$ cat config.mk
export PLATFORM = sky130hd
export DESIGN_NAME = dmem_arbiter
export DESIGN_NICKNAME = d
export VERILOG_FILES = /design/src/rtl/dmem_arb_pkg.sv /design/src/rtl/dmem_arb_pick.sv /design/src/rtl/dmem_arbiter.sv
export SDC_FILE = /design/constraint.sdc
export NUM_CORES = 1
export LEC_CHECK = 0
export ABC_AREA = 1
export ABC_CLOCK_PERIOD_IN_PS = 1550
export CAP_MARGIN = 40
export CORE_MARGIN = 2
export CORE_UTILIZATION = 39
export DETAILED_ROUTE_END_ITERATION = 8
export PLACE_DENSITY = 0.83
export SLEW_MARGIN = 20
export SYNTH_ARGS = -nofsm -noshare
export SYNTH_HDL_FRONTEND = slang
export SYNTH_SLANG_ARGS = --single-unit
$ cat constraint.sdc
create_clock -name clk_i -period 1.55 [get_ports clk_i]
set_input_delay 0.31 -clock clk_i [delete_from_list [all_inputs] [get_ports clk_i]]
set_output_delay 0.31 -clock clk_i [all_outputs]
set_load 0.02 [all_outputs]
$ cat src/rtl/dmem_arb_pkg.sv
// Shared types and constants for the data-memory arbiter and its pick logic.
package dmem_arb_pkg;

  localparam int unsigned CNT_W = 4;

  typedef enum logic [1:0] {IDLE, ISSUE, WAIT, RESP} state_t;
  typedef enum logic {OWN_CPU, OWN_DBG} owner_t;

endpackage

$ cat src/rtl/dmem_arb_pick.sv
// Arbitration between the MEM-stage and debug ports: CPU has fixed priority,
// debug is forced through once it has waited out STARVE_MAX CPU grants.
module dmem_arb_pick
  import dmem_arb_pkg::*;
#(
  parameter int unsigned STARVE_MAX = 4
) (
  input  logic   clk_i,
  input  logic   rst_i,
  input  logic   arb_en,
  input  logic   cpu_req,
  input  logic   dbg_req,
  output owner_t pick
);

  localparam logic [CNT_W-1:0] STARVE_LIM = CNT_W'(STARVE_MAX);

  logic [CNT_W-1:0] starve;

  always_comb begin
    pick = OWN_CPU;
    if (dbg_req && (!cpu_req || starve == STARVE_LIM)) pick = OWN_DBG;
  end

  // Counts CPU grants that passed over a waiting debug request.
  always_ff @(posedge clk_i or negedge rst_i) begin
    if (!rst_i) begin
      starve <= '0;
    end else if (arb_en) begin
      if (pick == OWN_DBG || !dbg_req) starve <= '0;
      else if (starve != STARVE_LIM)   starve <= starve + 1'b1;
    end
  end

endmodule

$ cat src/rtl/dmem_arbiter.sv
// Data-memory sequencer: arbitrates CPU/debug ports, drives a fixed-latency
// memory through IDLE/ISSUE/WAIT/RESP and stalls the pipeline until done.
module dmem_arbiter #(
  parameter int unsigned ADDR_W     = 32,
  parameter int unsigned DATA_W     = 32,
  parameter int unsigned MEM_LAT    = 2,
  parameter int unsigned STARVE_MAX = 4
) (
  input  logic              clk_i,
  input  logic              rst_i,
  input  logic              cpu_req_i,
  input  logic              cpu_we_i,
  input  logic [ADDR_W-1:0] cpu_addr_i,
  input  logic [DATA_W-1:0] cpu_wdata_i,
  output logic              cpu_stall_o,
  output logic              cpu_done_o,
  output logic [DATA_W-1:0] cpu_rdata_o,
  input  logic              dbg_req_i,
  input  logic              dbg_we_i,
  input  logic [ADDR_W-1:0] dbg_addr_i,
  input  logic [DATA_W-1:0] dbg_wdata_i,
  output logic              dbg_gnt_o,
  output logic              dbg_done_o,
  output logic [DATA_W-1:0] dbg_rdata_o,
  output logic              mem_en_o,
  output logic              mem_we_o,
  output logic [ADDR_W-1:0] mem_addr_o,
  output logic [DATA_W-1:0] mem_wdata_o,
  input  logic [DATA_W-1:0] mem_rdata_i
);

  import dmem_arb_pkg::*;

  state_t           state;
  owner_t           owner;
  owner_t           pick;
  logic             lat_we;
  logic [CNT_W-1:0] wait_cnt;
  logic             arb_en;

  assign arb_en      = (state == IDLE) && (cpu_req_i || dbg_req_i);
  assign cpu_stall_o = cpu_req_i && !(state == RESP && owner == OWN_CPU);

  dmem_arb_pick #(
    .STARVE_MAX(STARVE_MAX)
  ) u_pick (
    .clk_i  (clk_i),
    .rst_i  (rst_i),
    .arb_en (arb_en),
    .cpu_req(cpu_req_i),
    .dbg_req(dbg_req_i),
    .pick   (pick)
  );

  // mem_addr_o/mem_wdata_o double as the latched request fields; outputs are
  // registered one state early so they line up with ISSUE/RESP exactly.
  always_ff @(posedge clk_i or negedge rst_i) begin
    if (!rst_i) begin
      state       <= IDLE;
      owner       <= OWN_CPU;
      lat_we      <= 1'b0;
      wait_cnt    <= '0;
      cpu_done_o  <= 1'b0;
      cpu_rdata_o <= '0;
      dbg_gnt_o   <= 1'b0;
      dbg_done_o  <= 1'b0;
      dbg_rdata_o <= '0;
      mem_en_o    <= 1'b0;
      mem_we_o    <= 1'b0;
      mem_addr_o  <= '0;
      mem_wdata_o <= '0;
    end else begin
      cpu_done_o <= 1'b0;
      dbg_done_o <= 1'b0;
      mem_en_o   <= 1'b0;
      mem_we_o   <= 1'b0;
      unique case (state)
        IDLE: begin
          if (arb_en) begin
            owner    <= pick;
            state    <= ISSUE;
            mem_en_o <= 1'b1;
            if (pick == OWN_DBG) begin
              lat_we      <= dbg_we_i;
              mem_we_o    <= dbg_we_i;
              mem_addr_o  <= dbg_addr_i;
              mem_wdata_o <= dbg_wdata_i;
              dbg_gnt_o   <= 1'b1;
            end else begin
              lat_we      <= cpu_we_i;
              mem_we_o    <= cpu_we_i;
              mem_addr_o  <= cpu_addr_i;
              mem_wdata_o <= cpu_wdata_i;
            end
          end
        end
        ISSUE: begin
          wait_cnt <= CNT_W'(MEM_LAT);
          state    <= WAIT;
        end
        WAIT: begin
          if (wait_cnt == CNT_W'(1)) begin
            state <= RESP;
            if (owner == OWN_DBG) begin
              dbg_done_o <= 1'b1;
              if (!lat_we) dbg_rdata_o <= mem_rdata_i;
            end else begin
              cpu_done_o <= 1'b1;
              if (!lat_we) cpu_rdata_o <= mem_rdata_i;
            end
          end else begin
            wait_cnt <= wait_cnt - 1'b1;
          end
        end
        RESP: begin
          state     <= IDLE;
          dbg_gnt_o <= 1'b0;
        end
        default: state <= IDLE;
      endcase
    end
  end

endmodule

* After elaboration in Yosys (flattened, before gate mapping)
Cells that the tools add are included.
** Operators by class
- $add $sub $neg :: 2
- Equality and inequality tests :: 10
- Mux-type cells :: 24
- Bitwise gates (word level) :: 2
- Reductions and logical operators :: 21
** Operators by type and width (count)
- 32-bit 2-to-1 mux :: 2
- 1-bit 2-to-1 mux :: 14
- 4-bit 2-to-1 mux :: 3
- 2-bit inequality test, second input constant :: 4
- 2-bit one-hot mux with 4 select lines :: 1
- 4-bit one-hot mux with 2 select lines :: 1
- 2-bit AND reduction :: 4
- 4-bit AND reduction :: 2
- 2-bit nonzero test :: 3
- 4-bit by 1-bit adder with 4-bit output, second input constant :: 1
- 2-bit equality test, second input constant :: 2
- 4-bit by 1-bit equality test with 1-bit output, second input constant :: 1
- 4-bit by 3-bit equality test with 1-bit output, second input constant :: 1
- 1-bit logical AND :: 4
- 2-bit 2-to-1 mux :: 2
- 4-bit by 3-bit inequality test with 1-bit output, second input constant :: 1
- 4-bit by 1-bit subtractor with 4-bit output, second input constant :: 1
- 1-bit zero test :: 3
- 1-bit logical OR :: 3
- 3-bit AND reduction :: 1
- 2-bit by 1-bit equality test with 1-bit output, second input constant :: 1
- 2-bit zero test :: 1
- 1-bit NOT :: 2
- 1-bit one-hot mux with 2 select lines :: 1
** Storage, ports and cells
- Register bits after elaboration :: 145
- Bits of input ports :: 166
- Output and inout bits :: 134
- Word-level logic and storage cells :: 73

* Logic depth before layout (Yosys ltp)
Gate-level depths: netlist of the first run.
- Depth in word-level cells :: 7
- Gate-level depth with buffers :: 10
- Depth with buffers taken out :: 9

* By module
A second synthesis of the first run with hierarchy kept.
** Second synthesis, totals
- Cell total of the unflattened synthesis :: 700
- Area, all modules :: 6326.1 µm²
** Modules (own cells, without submodules)
- dmem_arbiter :: times used 1, cells each 668, area an instance 6075.8 µm², sequential area each 3528.4 µm²
- dmem_arb_pick :: times used 1, cells each 32, area an instance 250.2 µm², sequential area each 100.1 µm²

* Worst setup path after synthesis of the first run
Ideal clock, no wire load.
- Path type :: register to register
- Start :: reg state[0]
- End :: reg cpu_rdata_o[0]
- Setup time :: 117 ps
- Arrival :: 1502 ps
- Required time :: 1433 ps
- Setup slack :: -69 ps
- Cell stages (with the launch flop) :: 11
- Path buffers :: 3
- Clock period less this slack :: 1619 ps
- Path through :: dfrtp_1 inv_1 ha_1 buf_4 inv_2 nor3_4 nand2_1 buf_4 buf_6 nand2_1 nand2_1
** On the way
- Cells in the longest elaborated chain, start to end :: 2
** Ends and longest elaborated chain
- from (decl) :: line dmem_arbiter.sv:34 : state_t state;
- from (signal assigned) :: line dmem_arbiter.sv:59 : state <= IDLE;
- from (signal assigned) :: line dmem_arbiter.sv:81 : state <= ISSUE;
- from (signal assigned) :: line dmem_arbiter.sv:99 : state <= WAIT;
- 2-bit equality test :: line dmem_arbiter.sv:77 : unique case (state)
- 4-bit AND reduction (no source line)
- to (signal assigned) :: line dmem_arbiter.sv:109 : if (!lat_we) cpu_rdata_o <= mem_rdata_i;
- to (decl) :: line dmem_arbiter.sv:17 : output logic [DATA_W-1:0] cpu_rdata_o,
No other way between the ends.
A chain may end at the register's enable or synchronous reset.

* Worst setup path after layout of the first run
- Start :: reg state[0]
- End :: reg cpu_rdata_o[28]
The elaborated chain is that of the path after synthesis.

==> impl_metrics.env, run 1 <==
export IMPL_crit_arrival_ns=1.94
export IMPL_yosys_mux_area_fraction=0
export IMPL_power_frac_comb=0.517
export IMPL_reg2reg_depth=9
export IMPL_cp_num_buf_inv=4
export IMPL_end_kind="flop"
export IMPL_p_clk_frac=0.176
export IMPL_routed_wl_mm=26.4
export IMPL_syn_avg_cell_area_sq_um=7.54
export IMPL_synthSimpleGateAreaFrac=0.309
export IMPL_track_usage=0.245
export IMPL_die_w_um=139
export IMPL_cp_top_family="simple AND/OR/NAND/NOR gates"
export IMPL_synth_top_family_by_area="simple AND/OR/NAND/NOR gates"
export IMPL_maxSlewViolCount=0
export IMPL_grt_ovfl_total=0
export IMPL_ir_drop_mv=1.14
export IMPL_worstReg2RegEnd="cpu_rdata_o[28]"
export IMPL_num_antenna_cells=0
export IMPL_drc=0
export IMPL_tightest_slew_ns=0.415
export IMPL_via_per_inst=5.02
export IMPL_mappedNetlistNets=1111
export IMPL_path_cells="buf_6, inv_4, ha_4, inv_4, nor3_4, nand2_4, clkbuf_16, nand2_2, nand2_2"
export IMPL_clockBufferDepth=2
export IMPL_drt_initial_drc_count=398
export IMPL_portBuffers=299
export IMPL_die_area_sq_mm=0.0192
export IMPL_wl_per_cell_um=17.4
export IMPL_switchingPower_mw=9.49
export IMPL_setup_viol=84
export IMPL_critical_path_required_ns=1.85
export IMPL_cts_buffers=17
export IMPL_crit_path_start_kind="flop"
export IMPL_power_total_mw=22.1
export IMPL_yosysSeqAreaShare=0.514
export IMPL_gp_congestion=0.822
export IMPL_register_area_sq_mm=0.00363
export IMPL_clk_pin_slew_ns=0.06
export IMPL_rows=49
export IMPL_holdWs_ns=0.362
export IMPL_root_buffer="clkbuf_16"
export IMPL_antenna_found_initial=0
export IMPL_synthCells=936
export IMPL_ys_ff_latch=145
export IMPL_cpPeakStageDelay_ns=0.39
export IMPL_grt_pass1_wl_mm=37.6
export IMPL_yosys_cell_types_count=21
export IMPL_syn2layout_area_growth_pct=69.6
export IMPL_p_seq_frac=0.308
export IMPL_layout_cells_non_filler=1512
export IMPL_ant_nets=0
export IMPL_cts_htree_levels=4
export IMPL_ff2ff_setup_slack_ns=-0.08
export IMPL_cts_tree="built"
export IMPL_synthAdderAreaFrac=0.0159
export IMPL_final_common_cell="nand2_1"
export IMPL_post_place_ws_ns=-0.356
export IMPL_rsz0062_at_grt="true"
export IMPL_outcome="complete, but fails checks"
export IMPL_worstHoldStart="dbg_req_i"
export IMPL_failed_checks="negative setup slack"
export IMPL_timing_final_crit_share=1.05
export IMPL_drive_gt1_frac=0.150
export IMPL_core_area_sq_mm=0.0178
export IMPL_detailed_place_hpwl_mm=14.9
export IMPL_period_needed_ns=1.63
export IMPL_final_nets=1446
export IMPL_dieHeight_um=139
export IMPL_multi_input_area_sq_mm=0.00294
export IMPL_routed_via_count=7593
export IMPL_fin_setup_tns_ns=-2.62
export IMPL_grt_max_degree=65
export IMPL_place_area_sq_mm=0.0105
export IMPL_cp_max_fo=7
export IMPL_fin_area_sq_mm=0.0120
export IMPL_power_density_mw_per_mm2=1850
export IMPL_num_fill_cells=1410
export IMPL_worstHoldEndpoint="owner"
export IMPL_reg2reg_from="state[0]"
export IMPL_path_class="flop to flop"
export IMPL_skew_ns=0.0123
export IMPL_final_setup_worst_slack_ns=-0.0834
export IMPL_post_place_cells=1444
export IMPL_power_leakage_nw=6.30
export IMPL_yosysWarnings=0
export IMPL_io_pins=300
export IMPL_hold_viol_final=0
export IMPL_slew_headroom=0.723
export IMPL_grt_pass1_vias=7247
export IMPL_crit_slowest_cell="dfrtp_1"
export IMPL_p_sw_frac=0.429
export IMPL_p_int_mw=12.6
export IMPL_syn_cell_area_sq_mm=0.00706
export IMPL_synth_compound_area_share=0.0354
export IMPL_layout_common_cells="nand2_1, clkdlybuf4s50_1, nand3_1, inv_1, dfrtp_1"
export IMPL_whs_path_depth=3
export IMPL_hold_path_class="input port to flop"
export IMPL_fmax_mhz=612
export IMPL_fin_util=0.671
export IMPL_start_util=0.396
export IMPL_cts_sinks=145
export IMPL_maxCapViolations=0
export IMPL_drtPass1Iterations=7
export IMPL_clk_latency_ns=0.42
export IMPL_synth_xor_area_frac=0.00124
## worst register-to-register path: stages, from the launching register on
cell	delay, ns
dfrtp_1	0.39
buf_6	0.13
inv_4	0.05
ha_4	0.15
inv_4	0.04
nor3_4	0.22
nand2_4	0.20
clkbuf_16	0.24
nand2_2	0.06
nand2_2	0.05
## routing by layer
metal  wire (um)  global-route usage
met1       10000               0.293
met2       13000               0.424
met3        2340              0.0687
met4        1040              0.0838
met5           0                   0
## final cells by class
class / instances / share of cell area
Clock buffer: 19 / 0.0370
Multi-Input combinational cell: 579 / 0.245
Tap cell: 229 / 0.0239
Clock inverter: 12 / 0.00919
Timing Repair Buffer: 371 / 0.331
Sequential cell: 145 / 0.303
Inverter: 157 / 0.0505
## worst max-delay path by stage
stage	start	end	slack, ns	cells past startpoint
floorplan	state[0]	cpu_rdata_o[0]	-0.06	10
global placement	cpu_req_i	cpu_stall_o	-0.35	4
detailed placement	cpu_req_i	cpu_stall_o	-0.36	4
CTS	state[0]	cpu_stall_o	-0.14	3
global route	state[0]	cpu_rdata_o[28]	-0.15	9
finish	state[0]	cpu_rdata_o[28]	-0.08	9
## state kept, by name, indices dropped and copies added (netlist names)
| name | flops |
|---|---|
| cpu_done_o | 1 |
| cpu_rdata_o | 32 |
| dbg_done_o | 1 |
| dbg_gnt_o | 1 |
| dbg_rdata_o | 32 |
| lat_we | 1 |
| mem_addr_o | 32 |
| mem_en_o | 1 |
| mem_wdata_o | 32 |
| mem_we_o | 1 |
| owner | 1 |
| state | 2 |
| u_pick.starve | 4 |
| wait_cnt | 4 |
## synthesized netlist by cell type, drive strengths merged
library cell | number | area share
a21oi | 8 | 0.0057
buf | 39 | 0.033
clkbuf | 16 | 0.0085
dfrtp | 145 | 0.51
ha | 9 | 0.016
inv | 157 | 0.084
nand2 | 336 | 0.18
nand3 | 166 | 0.12
nor2 | 16 | 0.0089
nor3 | 1 | 0.0023
o211ai | 1 | 0.0011
o21a | 1 | 0.0011
o21ai | 39 | 0.028
or2 | 1 | 0.00089
xor2 | 1 | 0.0012
## power groups by stage
| stage | clock [mW] | sequential [mW] | combinational (mW) |
|---|---|---|---|
| finish | 3.89 | 6.80 | 11.4 |
| CTS | 3.94 | 6.59 | 10.2 |
| global route | 4.13 | 7.02 | 12.3 |
| global placement | 0 | 6.61 | 10.5 |
| detailed placement | 0 | 6.68 | 10.7 |
| floorplan | 0 | 8.71 | 3.22 |
## kinds of logic (layout without fill, tap and decap cells)
logic type,count (synthesis),after routing
simple gates,520,520
buf+inv,212,559
flops,145,145
compound gates,49,49
fa+ha+maj,9,9
xor+xnor,1,1
## timing repair
| action | 4_1_cts | 5_1_grt |
|---|---|---|
| endpoints found under the hold margin | 37 | 0 |
| pin swaps | 3 | 10 |
| gates resized for setup | 172 | 122 |
| setup endpoints to repair | 218 | 139 |
| cloned | 8 | 17 |
| hold buffers | 1 | 0 |
| buffers inserted | 4 | 10 |
Power figures use the tool's default switching activity.
==> inputs of run 2 (changes only) <==
==> constraint.sdc (replaced) <==
create_clock -name clk_i -period 1.55 [get_ports clk_i]
set_input_delay 0.3875 -clock clk_i [delete_from_list [all_inputs] [get_ports clk_i]]
set_output_delay 0.3875 -clock clk_i [all_outputs]
set_load 0.02 [all_outputs]
==> run 2 against run 1 <==
  * The run still ends with negative setup slack left
  * Power fell by 2.3%
  * Sequential power fell by 2%
  * Hold slack got worse by 0.021 ns
  * Count of clock-buffer cells in the layout unchanged
  * Wire length fell by 12%
  * Final area down 3.9%
  * Critical endpoint is now cpu_stall_o
==> impl_metrics.env, run 2 (synthesis results as in run 1) <==
export IMPL_outcome="complete, but fails checks"
export IMPL_failed_checks="negative setup slack"
export IMPL_via_per_inst=4.89
export IMPL_crit_slowest_cell="dfrtp_1"
export IMPL_period_needed_ns=1.66
export IMPL_cts_sinks=145
export IMPL_clk_pin_slew_ns=0.06
export IMPL_routed_via_count=7294
export IMPL_routed_wl_mm=23.1
export IMPL_gr_usage_met3=0.0725
export IMPL_skew_ns=0.00972
export IMPL_clk_latency_ns=0.42
export IMPL_dieHeight_um=139
export IMPL_grt_use_met2=0.392
export IMPL_post_place_ws_ns=-0.550
export IMPL_cp_top_family="flip-flops"
export IMPL_fin_util=0.645
export IMPL_crit_path_start_kind="flop"
export IMPL_rows=49
export IMPL_grt_max_degree=65
export IMPL_tightest_slew_ns=0.305
export IMPL_drtPass1Iterations=5
export IMPL_ant_nets=0
export IMPL_cts_buffers=17
export IMPL_grt_ovfl_total=0
export IMPL_busiest_layer="met2"
export IMPL_multi_input_area_sq_mm=0.00270
export IMPL_rsz0062_at_grt="true"
export IMPL_num_antenna_cells=0
export IMPL_end_kind="primary output"
export IMPL_cp_max_fo=2
export IMPL_path_class="flop to primary output"
export IMPL_place_area_sq_mm=0.0105
export IMPL_fin_area_sq_mm=0.0115
export IMPL_cpPeakStageDelay_ns=0.41
export IMPL_fmax_mhz=604
export IMPL_drt_initial_drc_count=384
export IMPL_ir_drop_mv=1.03
export IMPL_die_w_um=139
export IMPL_hold_viol_final=0
export IMPL_slew_headroom=0.797
export IMPL_antenna_found_initial=0
export IMPL_power_leakage_nw=6.03
export IMPL_cp_num_buf_inv=1
export IMPL_maxSlewViolCount=0
export IMPL_clockBufferDepth=2
export IMPL_setup_viol=53
export IMPL_drc=0
export IMPL_grt_pass1_wl_mm=36.1
export IMPL_detailed_place_hpwl_mm=14.9
export IMPL_io_pins=300
export IMPL_final_common_cell="nand2_1"
export IMPL_track_usage=0.232
export IMPL_critical_path_required_ns=1.16
export IMPL_drive_gt1_frac=0.0934
export IMPL_final_setup_worst_slack_ns=-0.106
export IMPL_timing_final_crit_share=1.07
export IMPL_core_area_sq_mm=0.0178
export IMPL_register_area_sq_mm=0.00363
export IMPL_maxCapViolations=0
export IMPL_fin_setup_tns_ns=-1.43
export IMPL_hold_path_class="input port to async pin"
export IMPL_wl_per_cell_um=15.5
export IMPL_root_buffer="clkbuf_16"
export IMPL_path_cells="ha_4, a21oi_4, buf_6"
export IMPL_num_fill_cells=1450
export IMPL_grt_pass1_vias=7316
export IMPL_cts_htree_levels=4
export IMPL_cts_tree="built"
export IMPL_gp_congestion=0.809
export IMPL_layout_common_cells="nand2_1, nand3_1, clkdlybuf4s50_1, inv_1, dfrtp_1"
export IMPL_start_util=0.396
export IMPL_final_nets=1425
export IMPL_portBuffers=299
export IMPL_syn2layout_area_growth_pct=63.0
export IMPL_die_area_sq_mm=0.0192
export IMPL_crit_arrival_ns=1.27
export IMPL_grt_use_met1=0.278
export IMPL_power_density_mw_per_mm2=1880
## run 2: cell count changes in the layout (fill, tap and decap cells not counted), moves of 6 or more
cell / change
dlygate4sd2_1: -65
clkdlybuf4s15_1: +59
nand2_1: +51
nand2_2: -34
nand2_4: -17
buf_6: -11
clkbuf_16: -8
o21ai_0: +8
o21ai_2: -8
clkbuf_2: +6
## run 2: final cells by class
| type | instances | area share |
|---|---|---|
| timing repair buffer | 350 | 0.316 |
| tap | 229 | 0.0249 |
| sequential | 145 | 0.315 |
| inverter | 157 | 0.0521 |
| multi-input combinational | 579 | 0.234 |
| clock inverter | 13 | 0.0196 |
| clock buffer | 19 | 0.0385 |
## run 2: path summary, 6_finish.rpt
kind                                   endpoint  slack [ns]             from  cells past startpoint
worst max-delay path                cpu_stall_o       -0.11         state[1]                      3
worst min-delay path             dbg_rdata_o[8]        0.34            rst_i                      2
worst max register to register  dbg_rdata_o[19]       -0.07         state[0]                     10
worst min register to register  cpu_rdata_o[29]        0.47  cpu_rdata_o[29]                      2
max in group asynchronous        mem_wdata_o[0]        0.70            rst_i                      3
min in group clk_i                        owner        0.44        dbg_req_i                      3
## run 2: power breakdown
part	total (mW)	switching [mW]	internal [mW]
Sequential	6.66	1.03	5.63
Clock	4.66	1.71	2.95
Combinational	10.3	6.12	4.18
## run 2: stage by stage
stage / hold slack (ns) / power, mW / instances
after floorplan: 0.0919 / 11.9 / 936
after global routing: 0.345 / 23.0 / 1492
final: 0.342 / 21.6 / 1492
after detailed placement: 0.197 / 17.4 / 1447
after CTS: 0.322 / 21.2 / 1485
after global placement: 0.197 / 17.1 / 1447
## run 2: what timing repair did
action                                  4_1_cts  5_1_grt
pin swaps                                     2        4
endpoints found under the setup margin      199      200
hold endpoints to repair                     42        0
gates cloned                                  4        6
hold buffers                                  1        0
resized for setup                           156      105
setup buffers                                 1        2
## run 2: routing by layer
| metal | wire, um | part of all wire |
|---|---|---|
| met1 | 8950 | 0.39 |
| met2 | 11400 | 0.49 |
| met3 | 2180 | 0.094 |
| met4 | 584 | 0.025 |
| met5 | 0 | 0 |
==> inputs of run 3 (changes only) <==
- CTS_CLUSTER_SIZE: not set -> 14
==> results of run 3 <==
The final DEF is identical to that of run 2; final timing and power are the same.
